### config.mk
export PLATFORM = sky130hd
export DESIGN_NAME = ps_pwm_gen_flat
export DESIGN_NICKNAME = d
export VERILOG_FILES = /design/src/rtl/ps_pwm_pkg.sv /design/src/rtl/ps_pwm_gen_if.sv /design/src/rtl/ps_pwm_gen_leg.sv /design/src/rtl/ps_pwm_gen.sv /design/src/flat_wrapper.sv
export SDC_FILE = /design/constraint.sdc
export NUM_CORES = 1
export LEC_CHECK = 0
export ABC_AREA = 1
export CAP_MARGIN = 10
export CORE_MARGIN = 8
export CORE_UTILIZATION = 45
export DETAILED_ROUTE_END_ITERATION = 7
export HOLD_SLACK_MARGIN = 0.02
export PLACE_DENSITY = 0.68
export SLEW_MARGIN = 20
export SYNTH_ARGS = -nofsm -noshare
export SYNTH_HDL_FRONTEND = slang
export SYNTH_SLANG_ARGS = --single-unit
### constraint.sdc
create_clock -name clk_i -period 4.8 [get_ports clk_i]
set_input_delay 1.2 -clock clk_i [delete_from_list [all_inputs] [get_ports clk_i]]
set_output_delay 1.2 -clock clk_i [all_outputs]
set_load 0.01 [all_outputs]
### src/rtl/ps_pwm_pkg.sv
// Shared constants and helpers for the phase-shifted PWM generator.
// Holds the default parameter set and the per-cell carrier phase offset.
package ps_pwm_pkg;

   localparam int DefNumCells   = 2;
   localparam int DefCntWidth   = 7;
   localparam int DefCarrierTop = 100;
   localparam int DefDtWidth    = 5;
   localparam int DefTrigOnPeak = 0;

   // Offset of cell k along the 2*top carrier period, spreading cells evenly.
   function automatic int phase_offset(int k, int num_cells, int top);
      return (k * 2 * top) / num_cells;
   endfunction

endpackage

### src/rtl/ps_pwm_gen_if.sv
// Duty/dead-time configuration bus of ps_pwm_gen.
// The controller drives the master side and the generator samples the slave side.
interface ps_pwm_gen_if #(
   parameter int NumCells = 2,
   parameter int CntWidth = 7,
   parameter int DtWidth  = 5
);
   logic [NumCells*CntWidth-1:0] duty_i;
   logic                         duty_valid_i;
   logic [DtWidth-1:0]           dt_i;

   modport master (output duty_i, duty_valid_i, dt_i);
   modport slave  (input  duty_i, duty_valid_i, dt_i);
endinterface

### src/rtl/ps_pwm_gen_leg.sv
// One inverter leg: registered carrier compare plus complementary gate pair
// with dead time; a gate turns on only after its level has held dt+1 cycles.
module pwm_leg
   import ps_pwm_pkg::*;
#(
   parameter int CntWidth   = DefCntWidth,
   parameter int CarrierTop = DefCarrierTop,
   parameter int DtWidth    = DefDtWidth
) (
   input  logic                clk_i,
   input  logic                rst_i,
   input  logic                run_i,
   input  logic [CntWidth-1:0] duty_i,
   input  logic [CntWidth-1:0] tri_i,
   input  logic [DtWidth-1:0]  dt_i,
   output logic                hi_o,
   output logic                lo_o
);

   logic                raw_q, raw_d;
   logic [DtWidth:0]    run_q, run_d;
   logic                hi_q, hi_d;
   logic                lo_q, lo_d;
   logic [CntWidth-1:0] duty_sat;

   // run_q counts consecutive cycles raw_q has held its level, saturating.
   always_comb begin
      duty_sat = (duty_i > CntWidth'(CarrierTop)) ? CntWidth'(CarrierTop + 1) : duty_i;
      raw_d    = run_i & (duty_sat > tri_i);
      if (!run_i)                run_d = '0;
      else if (raw_d != raw_q)   run_d = (DtWidth+1)'(1);
      else if (run_q != '1)      run_d = run_q + 1'b1;
      else                       run_d = run_q;
      hi_d = run_i &  raw_q & (run_q > {1'b0, dt_i});
      lo_d = run_i & ~raw_q & (run_q > {1'b0, dt_i});
   end

   // NOTE: non-blocking assignments so every flop samples pre-edge values.
   always_ff @(posedge clk_i) begin
      if (rst_i) begin
         raw_q <= 1'b0;
         run_q <= '0;
         hi_q  <= 1'b0;
         lo_q  <= 1'b0;
      end else begin
         raw_q <= raw_d;
         run_q <= run_d;
         hi_q  <= hi_d;
         lo_q  <= lo_d;
      end
   end

   // Gates drop in the same cycle the generator stops running.
   assign hi_o = hi_q & run_i;
   assign lo_o = lo_q & run_i;

endmodule

### src/rtl/ps_pwm_gen.sv
// Phase-shifted triangle-carrier PWM generator: NumCells legs sharing one
// master position, shadowed duty/dead-time, ADC trigger and latched fault trip.
module ps_pwm_gen
   import ps_pwm_pkg::*;
#(
   parameter int NumCells   = DefNumCells,
   parameter int CntWidth   = DefCntWidth,
   parameter int CarrierTop = DefCarrierTop,
   parameter int DtWidth    = DefDtWidth,
   parameter int TrigOnPeak = DefTrigOnPeak
) (
   input  logic                clk_i,
   input  logic                rst_i,
   input  logic                en_i,
   ps_pwm_gen_if.slave         cfg,
   input  logic                fault_i,
   input  logic                fault_clr_i,
   output logic [NumCells-1:0] pwm_hi_o,
   output logic [NumCells-1:0] pwm_lo_o,
   output logic                adc_trigger_o,
   output logic                fault_o
);

   localparam int PosWidth = CntWidth + 1;
   localparam int Period   = 2 * CarrierTop;
   localparam int DutyBits = NumCells * CntWidth;

   logic [PosWidth-1:0] pos_q, pos_d;
   logic [DutyBits-1:0] duty_sh_q, duty_sh_d, duty_act_q, duty_act_d;
   logic [DtWidth-1:0]  dt_sh_q, dt_sh_d, dt_act_q, dt_act_d;
   logic                fault_q, fault_d;
   logic                running;
   logic                load;

   always_comb begin
      running   = en_i & ~fault_q & ~fault_i & ~rst_i;
      load      = ~running | (pos_q == '0);
      duty_sh_d = cfg.duty_valid_i ? cfg.duty_i : duty_sh_q;
      dt_sh_d   = cfg.duty_valid_i ? cfg.dt_i   : dt_sh_q;
      // The active set seen by the legs this cycle already includes a pos==0 load.
      duty_act_d = load ? duty_sh_q : duty_act_q;
      dt_act_d   = load ? dt_sh_q   : dt_act_q;
      // NOTE: every branch assigns pos_d, so no latch is inferred.
      if (!running)                              pos_d = '0;
      else if (pos_q == PosWidth'(Period - 1))   pos_d = '0;
      else                                       pos_d = pos_q + 1'b1;
      fault_d = fault_i | (fault_q & ~fault_clr_i);
   end

   // NOTE: shadow and active duty are ordinary flops, cleared so legs start idle.
   always_ff @(posedge clk_i) begin
      if (rst_i) begin
         pos_q      <= '0;
         duty_sh_q  <= '0;
         duty_act_q <= '0;
         dt_sh_q    <= '0;
         dt_act_q   <= '0;
         fault_q    <= 1'b0;
      end else begin
         pos_q      <= pos_d;
         duty_sh_q  <= duty_sh_d;
         duty_act_q <= duty_act_d;
         dt_sh_q    <= dt_sh_d;
         dt_act_q   <= dt_act_d;
         fault_q    <= fault_d;
      end
   end

   for (genvar k = 0; k < NumCells; k++) begin : g_cell
      localparam int Off = phase_offset(k, NumCells, CarrierTop);

      logic [PosWidth:0]   pos_sum;
      logic [PosWidth-1:0] cell_pos;
      logic [CntWidth-1:0] carrier;

      always_comb begin
         pos_sum  = {1'b0, pos_q} + (PosWidth+1)'(Off);
         cell_pos = (pos_sum >= (PosWidth+1)'(Period))
                  ? PosWidth'(pos_sum - (PosWidth+1)'(Period)) : PosWidth'(pos_sum);
         carrier  = (cell_pos <= PosWidth'(CarrierTop))
                  ? CntWidth'(cell_pos) : CntWidth'(PosWidth'(Period) - cell_pos);
      end

      pwm_leg #(
         .CntWidth   (CntWidth),
         .CarrierTop (CarrierTop),
         .DtWidth    (DtWidth)
      ) u_leg (
         .clk_i  (clk_i),
         .rst_i  (rst_i),
         .run_i  (running),
         .duty_i (duty_act_d[k*CntWidth +: CntWidth]),
         .tri_i  (carrier),
         .dt_i   (dt_act_d),
         .hi_o   (pwm_hi_o[k]),
         .lo_o   (pwm_lo_o[k])
      );
   end

   assign adc_trigger_o = running & ((pos_q == '0) |
                          ((TrigOnPeak != 0) & (pos_q == PosWidth'(CarrierTop))));
   assign fault_o       = fault_q;

endmodule

### src/flat_wrapper.sv
// flat-port wrapper written by rule: the top's interface ports become plain ports
module ps_pwm_gen_flat import ps_pwm_pkg::*;
#(
   parameter int NumCells   = DefNumCells,
   parameter int CntWidth   = DefCntWidth,
   parameter int CarrierTop = DefCarrierTop,
   parameter int DtWidth    = DefDtWidth,
   parameter int TrigOnPeak = DefTrigOnPeak
)
  (clk_i, rst_i, en_i, fault_i, fault_clr_i, pwm_hi_o, pwm_lo_o, adc_trigger_o, fault_o, cfg_duty_i, cfg_duty_valid_i, cfg_dt_i);
  ps_pwm_gen_if #(.NumCells(NumCells), .CntWidth(CntWidth), .DtWidth(DtWidth)) cfg_i ();
  input  logic clk_i;
  input  logic rst_i;
  input  logic en_i;
  input  logic fault_i;
  input  logic fault_clr_i;
  output logic [NumCells-1:0] pwm_hi_o;
  output logic [NumCells-1:0] pwm_lo_o;
  output logic adc_trigger_o;
  output logic fault_o;
  input wire logic [$bits(cfg_i.duty_i)-1:0] cfg_duty_i;
  input wire logic [$bits(cfg_i.duty_valid_i)-1:0] cfg_duty_valid_i;
  input wire logic [$bits(cfg_i.dt_i)-1:0] cfg_dt_i;
  assign cfg_i.duty_i = cfg_duty_i;
  assign cfg_i.duty_valid_i = cfg_duty_valid_i;
  assign cfg_i.dt_i = cfg_dt_i;
  ps_pwm_gen #(.NumCells(NumCells), .CntWidth(CntWidth), .CarrierTop(CarrierTop), .DtWidth(DtWidth), .TrigOnPeak(TrigOnPeak)) u_core (.clk_i(clk_i), .rst_i(rst_i), .en_i(en_i), .cfg(cfg_i), .fault_i(fault_i), .fault_clr_i(fault_clr_i), .pwm_hi_o(pwm_hi_o), .pwm_lo_o(pwm_lo_o), .adc_trigger_o(adc_trigger_o), .fault_o(fault_o));
endmodule
==> results.toml <==
[route]
vias = 3503
dr.pass1.iters = 4
viasPerCell = 4.94
avgRoutedWirePerCell_um = 11.8
ant_nets = 0
drt_iter0_markers = 151
drt-total-wl_um = 8400
drc = 0

[yosys]
synth_seq_area_share_pct = 31.8
synth_top_area_cell = "dfxtp_1"
ys_warn_count = 0
avgSynthCellArea_um2 = 7.17
syn_area_mm2 = 0.00409
yosys_register_bits = 65
synth_top_area_share_pct = 31.8
synth_cell_type_count = 40
synth.net_count = 631
netlist_top_cells_area = "dfxtp_1 (32%), ha_1 (11%), nand2_1 (11%)"
syn_inst = 570

[sta]
slew_viol_final = 0
setup_violations = 0
fin_skew_ns = 0.0119
maxSlewHeadroom_pct = 46.5
hold_slack_ns = 0.465
hold_viol_final = 0
max_freq_mhz = 238
fin_crit_sh_pct = 87.7
tns_ns = 0
tightest_slew_ns = 0.801
layout_min_cycle_time_ns = 4.21
rsz0062_at_grt = "false"

[global_routing]
grt_usage_pct = 14.1
grt_pass1_wl_um = 15100
grt_max_degree = 40
grt_pass1_vias = 3432
globalRouteOverflowTotal = 0
grt_antenna_before_repair = 0

[clock_tree]
htree_levels = 3
clk_path_buf_depth = 2
clk_pin_slew_ns = 0.07
hold_buffers = 0
cts_setup_buffers = 0
cts_root_buf = "clkbuf_8"
tritoncts = "done"
cts.sinks = 65
post_cts_resized = 0
clock_latency_ns = 0.35
numCtsBuffers = 9

[placed_design]
io_buffer_count = 30
globalplace.congestion = 0.840
dp_hpwl_um = 6490

[floorplan]
coreArea_mm2 = 0.00876
initial_core_util_pct = 46.6
dieArea_mm2 = 0.0124
die_h_um = 111
die_w_um = 111
placementRows = 34
ios = 31

[critical_path]
required_ns = 3.60
startpoint_type = "input pin"
cp.arrival_ns = 3.01
critPathCaptureType = "primary output"
path_cells = "clkdlybuf4s50_1 > nor4_4 > buf_4 > inv_1 > nor2_1 > clkdlybuf4s50_1"
path_class = "input pin to primary output"
crit_top_cell = "clkdlybuf4s50_1"
cp_slowest_cell = "clkdlybuf4s50_1"
worstPathMaxFanout = 14
critical_path.max_stage_delay_ns = 0.57
r2r_setup_slack_ns = 0.71

[pwr]
powerDensity_mw_per_mm2 = 271
ir_drop_v = 0.000114
p_leak_nw = 2.17

[cells_and_area]
drive_gt1_share_pct = 9.32
final_cell_mix = "nand2_1 (115), nor2_1 (81), inv_1 (66), dfxtp_1 (65), nand3_1 (40)"
mostFrequentLayoutCell = "nand2_1"
utilization_pct = 53.4
multi_input_area_mm2 = 0.00241
num-fill-cells = 879
area_growth_pct = 14.6
final_nets = 657
antenna_cells = 0
register_area_mm2 = 0.00130

[flow_run]
cap_violations = 0

[outcome]
status = "finished, final reports clean"

[hold_path]
worstHoldPathType = "flop to flop"
cell type report:
cell class	instances	area share, %
multi-input combinational	415	51.5
sequential	65	27.8
timing repair buffer	33	6.89
inverter	72	5.82
tap	108	2.89
clock buffer	10	2.73
clock inverter	6	2.43
per-stage QoR:
step / setup slack, ns / instance area, um^2 / cells / power, mW
after floorplan: 1.27 / 4090 / 570 / 0.667
after global placement: 0.571 / 4440 / 693 / 0.708
after detailed placement: 0.502 / 4440 / 693 / 0.713
after CTS: 0.552 / 4680 / 709 / 1.28
after global routing: 0.267 / 4680 / 709 / 1.33
final: 0.593 / 4680 / 709 / 1.27
path summary, 6_finish.rpt:
path / start / to / cells after the start
setup / recovery: fault_i / adc_trigger_o / 6
hold / removal: u_core.duty_sh_q[10]$_SDFFE_PP0P_ / u_core.duty_sh_q[10]$_SDFFE_PP0P_ / 2
setup reg to reg: u_core.pos_q[2]$_SDFF_PP0_ / u_core.g_cell[1].u_leg.run_q[5]$_SDFFE_PP0P_ / 25
hold reg to reg: u_core.duty_sh_q[10]$_SDFFE_PP0P_ / u_core.duty_sh_q[10]$_SDFFE_PP0P_ / 2
cells by family (layout without fill, tap and decap cells):
| kind of cell | Yosys count | in the layout | synth area share [%] |
|---|---|---|---|
| simple gates | 275 | 275 | 30.6 |
| buf+inv | 90 | 121 | 9.19 |
| compound gates | 82 | 82 | 11.8 |
| flops | 65 | 65 | 31.8 |
| fa+ha+maj | 36 | 36 | 11.0 |
| xor+xnor | 18 | 18 | 4.50 |
| mux | 4 | 4 | 0.980 |
sequential cells by signal (all words and copies together) (netlist names):
| register | count |
|---|---|
| u_core.dt_act_q | 5 |
| u_core.g_cell.u_leg.raw_q | 2 |
| u_core.dt_sh_q | 5 |
| u_core.g_cell.u_leg.lo_q | 2 |
| u_core.pos_q | 8 |
| u_core.duty_act_q | 14 |
| u_core.g_cell.u_leg.hi_q | 2 |
| u_core.duty_sh_q | 14 |
| u_core.g_cell.u_leg.run_q | 12 |
| u_core.fault_o | 1 |
synth_stat cells:
cell	instances
nand4_1	5
o21ai_0	14
nand3_1	40
o21a_1	7
nor3_2	1
buf_6	1
xor2_2	1
inv_4	1
nor2_2	1
a211oi_1	13
clkbuf_1	9
a21oi_1	29
nand2_2	9
mux2i_1	4
xor2_1	12
inv_2	5
nor2_1	81
nand2_4	5
buf_4	7
and2_2	1
a21boi_0	1
xnor2_1	4
a31oi_1	1
and2_4	1
inv_1	66
nor2_4	3
o211ai_1	3
nand2_1	115
nand3_2	2
nor3_1	7
or2_2	2
ha_1	36
a21oi_2	1
xor2_4	1
o21ai_2	2
buf_2	1
o21ai_1	11
dfxtp_1	65
nand3_4	1
nor4_4	1
layer usage:
layer | track usage (%) | vias up | wire (um)
li1 | - | 1887 | -
met1 | 16.8 | 1566 | 4190
met2 | 23.4 | 42 | 3810
met3 | 4.00 | 8 | 314
met4 | 5.60 | 0 | 84
met5 | 0 | - | 0
critical path: cells and delay by family:
kind / cells / cell delay, ns
buf+inv: 4 / 1.41
simple gates: 2 / 0.39
where the power goes:
group / switching [mW] / internal (mW)
logic: 0.0734 / 0.0600
registers: 0.00767 / 0.559
clock network: 0.221 / 0.347
total: 0.303 / 0.965
(Power assumes the default switching activity.)
